==> config.mk <==
export PLATFORM = sky130hd
export DESIGN_NAME = pwm_engine
export DESIGN_NICKNAME = d
export VERILOG_FILES = /design/src/rtl/pwm_pkg.sv /design/src/rtl/pwm_deadtime.sv /design/src/rtl/pwm_engine.sv
export SDC_FILE = /design/constraint.sdc
export NUM_CORES = 1
export LEC_CHECK = 0
export ABC_AREA = 1
export BUFFER_PORTS_ARGS = -buffer_cell sky130_fd_sc_hd__buf_2
export CAP_MARGIN = 10
export CORE_MARGIN = 1
export CORE_UTILIZATION = 28
export CTS_CLUSTER_SIZE = 28
export DETAILED_ROUTE_END_ITERATION = 8
export GPL_TIMING_DRIVEN = 0
export HOLD_SLACK_MARGIN = 0.03
export PLACE_DENSITY_LB_ADDON = 0.1
export SYNTH_ARGS = -nofsm -noshare
export SYNTH_HDL_FRONTEND = slang
export SYNTH_SLANG_ARGS = --single-unit
==> constraint.sdc <==
create_clock -name clk -period 1.7 [get_ports clk]
set_input_delay 0.34 -clock clk [delete_from_list [all_inputs] [get_ports clk]]
set_output_delay 0.34 -clock clk [all_outputs]
set_load 0.1 [all_outputs]
==> src/rtl/pwm_pkg.sv <==
// pwm_pkg: shared state encoding and CTRL/status bit positions for the PWM engine.
package pwm_pkg;
    typedef enum logic [1:0] {IDLE = 2'd0, RUN = 2'd1, DONE = 2'd2} pwm_state_t;
    localparam int CTRL_EN      = 0;
    localparam int CTRL_ONESHOT = 1;
    localparam int CTRL_POL     = 2;
    localparam int CTRL_DT_LSB  = 4;
    localparam int CTRL_DT_MSB  = 7;
    localparam int ST_RUN       = 0;
    localparam int ST_DONE      = 1;
    localparam int ST_R         = 2;
    localparam int ST_WR_LSB    = 4;
    localparam int ST_WR_MSB    = 7;
endpackage

==> src/rtl/pwm_deadtime.sv <==
// pwm_deadtime: holds each phase inactive for the first dt enabled ticks after an edge of r.
module pwm_deadtime (
    input  logic       clk,
    input  logic       rst,
    input  logic       ena,
    input  logic       clr,
    input  logic       r,
    input  logic [3:0] dt,
    output logic       p_act,
    output logic       n_act
);
    logic       r_q;
    logic [3:0] dt_cnt;
    logic [3:0] base;
    // the edge cycle itself counts as tick zero of the new phase
    assign base  = (r != r_q) ? 4'd0 : dt_cnt;
    assign p_act = r && (base >= dt);
    assign n_act = !r && (base >= dt);
    always_ff @(posedge clk) begin
        r_q    <= rst ? 1'b0 : r;
        dt_cnt <= (rst || clr) ? 4'd0 : ((ena && base < dt) ? base + 4'd1 : base);
    end
endmodule

==> src/rtl/pwm_engine.sv <==
// pwm_engine: double-buffered single-channel PWM with one-shot mode; PWM_DEADTIME_EN adds dead time.
module pwm_engine
    import pwm_pkg::*;
#(
    parameter int WIDTH = 8
) (
    input  logic                  clk,
    input  logic                  rst,
    input  logic                  ena,
    input  logic [2:0][WIDTH-1:0] config_regs,
    output logic                  pwm_p,
    output logic                  pwm_n,
    output logic [WIDTH-1:0]      status_regs
);
    pwm_state_t       state;
    logic [WIDTH-1:0] ctrl, period, duty;
    logic [WIDTH-1:0] cnt, per_sh, duty_sh;
    logic [WIDTH-1:0] status_next;
    logic [3:0]       wraps;
    logic             en, oneshot, pol, r, wrap, run, p_act, n_act;
    logic             unused_ctrl;
    assign ctrl        = config_regs[0];
    assign period      = config_regs[1];
    assign duty        = config_regs[2];
    assign unused_ctrl = ^ctrl;
    assign en          = ctrl[CTRL_EN];
    assign oneshot     = ctrl[CTRL_ONESHOT];
    assign pol         = ctrl[CTRL_POL];
    assign r           = cnt < duty_sh;
    assign run         = state == RUN;
    assign wrap        = ena && cnt == per_sh;
`ifdef PWM_DEADTIME_EN
    pwm_deadtime u_deadtime (
        .clk  (clk),
        .rst  (rst),
        .ena  (ena),
        .clr  (!run),
        .r    (r),
        .dt   (ctrl[CTRL_DT_MSB:CTRL_DT_LSB]),
        .p_act(p_act),
        .n_act(n_act)
    );
`else
    assign p_act = r;
    assign n_act = !r;
`endif
    always_comb begin
        status_next                       = '0;
        status_next[ST_RUN]               = run;
        status_next[ST_DONE]              = state == DONE;
        status_next[ST_R]                 = r;
        status_next[ST_WR_MSB:ST_WR_LSB]  = wraps;
    end
    always_ff @(posedge clk) begin
        if (rst) begin
            state       <= IDLE;
            cnt         <= '0;
            per_sh      <= '0;
            duty_sh     <= '0;
            wraps       <= '0;
            pwm_p       <= 1'b0;
            pwm_n       <= 1'b0;
            status_regs <= '0;
        end else begin
            pwm_p       <= (run && p_act) ^ pol;
            pwm_n       <= (run && n_act) ^ pol;
            status_regs <= status_next;
            if (state == IDLE) begin
                if (en) begin
                    state   <= RUN;
                    cnt     <= '0;
                    per_sh  <= period;
                    duty_sh <= duty;
                    wraps   <= '0;
                end
            end else if (run) begin
                // a boundary is still counted when EN drops on the same cycle
                if (wrap) wraps <= (wraps == 4'hf) ? wraps : wraps + 4'd1;
                if (!en) state <= IDLE;
                else if (wrap && oneshot) state <= DONE;
                else if (wrap) begin
                    cnt     <= '0;
                    per_sh  <= period;
                    duty_sh <= duty;
                end else if (ena) cnt <= cnt + 1'b1;
            end else if (!en) state <= IDLE;
        end
    end
endmodule
**Word level (Yosys, flattened, before mapping)**

Cells that the tools add are included.

- $add $sub $neg: 2
- $lt $le $gt $ge: 1
- Equality and inequality tests: 10
- Mux-type cells: 30
- Bitwise gates (word level): 2
- Reductions and logical operators: 13

Operators by type and width:

| kind | count |
|---|---|
| 2-to-1 mux 8 bit | 19 |
| 2-to-1 mux 4 bit | 5 |
| 2-to-1 mux 2 bit | 6 |
| AND reduction 5 bit | 2 |
| adder 8 x 1 -> 8 bit (second input constant) | 1 |
| == test 8 bit | 1 |
| < comparator 8 bit | 1 |
| != test 2 bit (second input constant) | 4 |
| != test 3 x 1 -> 1 bit (second input constant) | 2 |
| adder 4 x 1 -> 4 bit (second input constant) | 1 |
| == test 4 bit (second input constant) | 1 |
| logical AND 1 bit | 4 |
| AND reduction 4 bit | 1 |
| nonzero test 2 bit | 2 |
| AND reduction 3 bit | 1 |
| nonzero test 3 bit | 1 |
| == test 2 x 1 -> 1 bit (second input constant) | 1 |
| == test 2 bit (second input constant) | 1 |
| zero test 2 bit | 1 |
| bitwise XOR 1 bit | 2 |
| zero test 1 bit | 1 |

- Register bits: 40
- Input bits: 27
- Output and inout bits: 10
- Logic and storage cells: 67

**Longest topological paths before layout**

- Word-level depth: 7
- Depth in mapped cells: 13
- Gate-level depth less buffers: 13

**Worst setup path after synthesis**

OpenSTA, ideal clock, no wires.

- Path kind: flip-flop to flip-flop
- Start point: reg cnt[5]
- End point: reg pwm_n
- Library setup time: 0.115 ns
- Arrival: 1.394 ns
- Setup slack: 0.191 ns
- Stages on the path, launching flop included: 8
- Buffers on the path: 0
- Cells stage by stage: dfxtp_1 -> ha_1 -> a21oi_1 -> nor2_1 -> a211oi_1 -> nand2_1 -> a21oi_1 -> nor2_1

- Longest elaborated chain between the ends: 4

RTL lines:

| element | RTL line | source |
|---|---|---|
| start, declared | pwm_engine.sv:17 | `logic [WIDTH-1:0] cnt, per_sh, duty_sh;` |
| start signal, assigned | pwm_engine.sv:85 | `end else if (ena) cnt <= cnt + 1'b1;` |
| < comparator 8 bit | pwm_engine.sv:29 | `assign r = cnt < duty_sh;` |
| zero test 1 bit | pwm_engine.sv:45 | `assign n_act = !r;` |
| logical AND 1 bit | pwm_engine.sv:66 | `pwm_n <= (run && n_act) ^ pol;` |
| bitwise XOR 1 bit | pwm_engine.sv:66 |  |
| end signal, assigned | pwm_engine.sv:66 |  |
| end, declared | pwm_engine.sv:12 | `output logic pwm_n,` |

Every way passes these cells.
A chain may end at the register's enable or synchronous reset.

**Worst setup path in the final report**

- Start point: reg cnt[2]
- End point: reg per_sh[3]

- Longest elaborated chain between the ends: 5
- Elaborated cells between the ends (all ways): 6
- Classes of those cells: eq/ne (2); reduce/logical (4)

RTL lines:

| element | RTL line | source |
|---|---|---|
| == test 8 bit (*) | pwm_engine.sv:31 | `assign wrap = ena && cnt == per_sh;` |
| logical AND 1 bit (*) | pwm_engine.sv:31 |  |
| logical AND 1 bit | pwm_engine.sv:80 | `else if (wrap && oneshot) state <= DONE;` |
| != test 2 bit (no line) | n/a |  |
| AND reduction 5 bit (no line) (*) | n/a |  |
| end signal, assigned | pwm_engine.sv:72 | `per_sh <= period;` |
| end signal, assigned | pwm_engine.sv:83 | `per_sh <= period;` |
| end, declared | pwm_engine.sv:17 |  |

Mark *: on every way between the ends. The rest lies on a longest branch, timed or not.

==> results.txt <==
----------------------------------------------------
[Pwr]
  Power density relative to cell area ... 813 nW/um^2
  Total Power Consumption ... 0.00215 W
  Clock power share ... 28.9%
  Internal power ... 0.00145 W
  Sw Pwr ... 0.000706 W
  Switching portion of total power ... 32.8%
  Power share of the sequential group ... 46.1%
  Largest voltage drop on the vdd net ... 270 uV
  Combinational fraction of design power ... 25.1%
  Static power due to leakage ... 1.33 nW

[Place]
  Detail Placement HPWL ... 3630 um
  Buffers on Ports ... 30
  Final estimated routing congestion in global placement ... 0.747
  Placement Setup Slack ... -154 ps
  Instance count after placement with tap cells included ... 434

[Timing]
  Final setup violation count ... 2
  Maximum clock rate ... 581 MHz
  Final setup slack of the worst path ... -20.6 ps
  Tcrit/Tclk final ... 101%
  Count of endpoints failing hold in the final timing report ... 0
  Final Slew Violations ... 0
  Worst Clk Skew ... 7.59 ps
  Post-layout min period ... 1720 ps
  RSZ-0062 raised after global routing ... yes

[Layout]
  Final core occ ... 38.0%
  Number of nets at the end of the flow ... 396
  Non-filler instance count after layout ... 457
  Number of diodes added for antenna fixing ... 0
  Area overhead of the layout relative to synthesis ... 28.0%
  Layout cell share with drive strength beyond 1 ... 28.3%

[CTS]
  Number of levels in the clock H-tree ... 2
  Number of hold-repair buffers added at the cts stage ... 0
  CTS buffer count ... 5
  Clock insertion delay at the later pin of the skew report ... 290 ps
  Sinks on Clock Net ... 39
  Clock buffer depth ... 2
  Clock-pin slew on the worst setup and hold paths ... 80 ps
  TritonCTS clock tree ... built
  Clk root buf ... sky130_fd_sc_hd__clkbuf_8

[Worst setup path]
  Path depth of the worst reg2reg path ... 10
  Crit. End Element ... flop
  Buffers & Inverters on Critical Path ... 2
  Critical path data arrival time ... 1900 ps
  Critical path startpoint category ... flop
  Maximum fanout along the worst path ... 7
  Setup Crit Path Kind ... reg -> reg
  CP max stage cell ... sky130_fd_sc_hd__dfxtp_4
  Worst R2R Setup Slack ... -20 ps
  Critical path depth ... 10
  Cell type group with the largest total delay on the critical path ... simple AND/OR/NAND/NOR gates
  Reg2reg start ... cnt[2]$_SDFFE_PP0P_
  Last element of the critical path ... per_sh[3]$_SDFFE_PP0P_
  CP Data Required Time ... 1880 ps
  Worst R2R End ... per_sh[3]$_SDFFE_PP0P_
  Startpoint of the most critical setup path ... cnt[2]$_SDFFE_PP0P_
  Cell chain of the critical path ... inv_4, nand2_2, nand4_1, nor2_4, nand2_4, nand2_4, nand3_4, buf_6, nor2_1, nor2_1
  Worst path max stage delay ... 380 ps

[Synthesis]
  Synthesized flop and latch total ... 39
  Sequential cell area fraction in the yosys report ... 37.7%
  Cell variety after synth ... 26
  Leading area contributor after synthesis ... sky130_fd_sc_hd__dfxtp_1
  Post-Syn Nets ... 344
  Total standard cell area after synthesis ... 2070 um^2
  Cell types with the largest area share after synthesis ... sky130_fd_sc_hd__dfxtp_1 38%, sky130_fd_sc_hd__nand2_1 16%, sky130_fd_sc_hd__nor2_1 11%
  Cells after synthesis ... 308
  Top cell type's share of synthesized area ... 37.7%
  Mean Syn Cell Area ... 6.72 um^2
  Yosys Warn Count ... 0

[Drt]
  Routed wire per std cell ... 11.1 um
  Routed length on met2 ... 2440 um
  # DRC ... 0
  Via count normalized by instance count ... 4.22
  Wire length on met1 ... 2450 um
  1st-iter DRT viols ... 62
  Detailed-router iteration count before antenna repair ... 4
  Antenna violation net count after detailed routing ... 0
  Routed met3 length ... 160 um
  Vias after detailed routing ... 1927
  Uppermost layer routed ... met4
  Wirelength, routed ... 5090 um

[Global routing]
  Global-route wire length before repair ... 8450 um
  Largest net degree at the start of global routing ... 12
  Total overflow reported by the global router ... 0
  Total Routing Usage GR ... 14.5%
  Initial antenna violation count ... 0
  Number of global-route vias before repair ... 1768

[Floorplanning]
  Die area ... 7740 um^2
  I/O pin count ... 37
  Area of the core ... 6980 um^2
  Horizontal die dimension ... 88.0 um
  Die boundary height ... 88.0 um
  Number of rows in the core area ... 30
  Starting density of the core ... 29.7%

[Outcome]
  Failing checks ... negative setup slack
  Outcome ... finished with violations

[Worst hold path]
  Worst min-delay path class ... in -> reg

[Run]
  Max-cap violations ... 0

----------------------------------------------------
## how the worst min path moves through the flow
stage | startpoint | endpoint | cells past startpoint
after floorplan | state[0]$_SDFFE_PP0P_ | status_regs[1]$_SDFF_PP0_ | 1
after global placement | state[0]$_SDFFE_PP0P_ | status_regs[1]$_SDFF_PP0_ | 1
after detailed placement | state[0]$_SDFFE_PP0P_ | status_regs[1]$_SDFF_PP0_ | 1
after CTS | rst | status_regs[5]$_SDFF_PP0_ | 2
after global routing | rst | status_regs[5]$_SDFF_PP0_ | 2
final | rst | status_regs[5]$_SDFF_PP0_ | 2
## kinds of logic (layout without fill, tap and decap cells)
group	after synthesis	count (layout)	share of synthesized area, %
XOR/XNOR	2	2	0.846
buffers and inverters	56	109	11.4
AO/OA/AOI/OAI	18	18	5.02
AND/OR/NAND/NOR	183	183	39.5
flip-flops	39	39	37.7
other	1	1	0.181
adder cells (fa/ha/maj)	9	9	5.44
## metrics by stage
step / hold slack, ps / cell area (um^2) / TNS (ps)
after floorplan: 422 / 2070 / 0
after global placement: 444 / 2340 / -1740
after detailed placement: 445 / 2340 / -1990
after CTS: 235 / 2510 / 0
after global routing: 234 / 2650 / -1960
final: 240 / 2650 / -21.2
## cells in the final DEF, fill, tap and decap left out, drive strengths merged
cell type  count
nor2          61
nand2         91
conb           1
nor3           3
buf           50
a41oi          1
a211oi         1
nand4         13
dfxtp         39
xor2           2
inv           48
a21oi         12
clkinv         2
nand3         15
ha             9
clkbuf         9
o21ai          4
## state kept, by name, indices dropped and copies added, names as in the netlist
register,flops
pwm_p,1
duty_sh,8
pwm_n,1
cnt,8
state,2
status_regs,7
per_sh,8
wraps,4
## layer usage
| metal | vias to the layer above | track usage, % |
|---|---|---|
| met5 | - | 0 |
| met4 | 0 | 4.47 |
| met3 | 4 | 3.11 |
| met2 | 31 | 24.5 |
| met1 | 840 | 18.4 |
| li1 | 1052 | - |
## what timing repair did
item | in CTS | in global routing
endpoints found under the setup margin | 22 | 27
resized for setup | 10 | 32
cloned | 1 | 1
pin swaps | 5 | 5
setup buffers | 8 | 5
## cells in the mapped netlist
cell type	instances
sky130_fd_sc_hd__o21ai_0	3
sky130_fd_sc_hd__a211oi_1	1
sky130_fd_sc_hd__nand3_2	2
sky130_fd_sc_hd__nand2_4	2
sky130_fd_sc_hd__nand3_1	12
sky130_fd_sc_hd__a21oi_1	12
sky130_fd_sc_hd__ha_1	9
sky130_fd_sc_hd__nand4_4	1
sky130_fd_sc_hd__buf_6	2
sky130_fd_sc_hd__nand4_1	12
sky130_fd_sc_hd__o21ai_1	1
sky130_fd_sc_hd__inv_2	5
sky130_fd_sc_hd__dfxtp_1	39
sky130_fd_sc_hd__clkinv_1	1
sky130_fd_sc_hd__xor2_1	2
sky130_fd_sc_hd__a41oi_2	1
sky130_fd_sc_hd__nor3_1	3
sky130_fd_sc_hd__clkbuf_1	1
sky130_fd_sc_hd__nor2_1	58
sky130_fd_sc_hd__inv_1	43
sky130_fd_sc_hd__conb_1	1
sky130_fd_sc_hd__nand3_4	1
sky130_fd_sc_hd__nand2_1	89
sky130_fd_sc_hd__buf_2	2
sky130_fd_sc_hd__nor2_4	3
sky130_fd_sc_hd__buf_4	2
## final cells by class
type                       instances  area (um^2)
clock inverter                     1         5.00
fill                             787         4330
tap                               96          120
inverter                          49          186
clock buffer                       7         76.3
buffer                             7         58.8
multi-input combinational        213         1120
timing repair buffer              45          284
sequential                        39          798
## power by group through the flow
stage | clock network [W] | logic [W] | registers (W)
CTS | 0.000657 | 0.000490 | 0.000989
global route | 0.000687 | 0.000608 | 0.000999
finish | 0.000622 | 0.000540 | 0.000993
global placement | 0 | 0.000455 | 0.00102
floorplan | 0 | 0.000286 | 0.00108
detailed placement | 0 | 0.000459 | 0.00102
No activity file was read; power rests on OpenSTA's default activity.
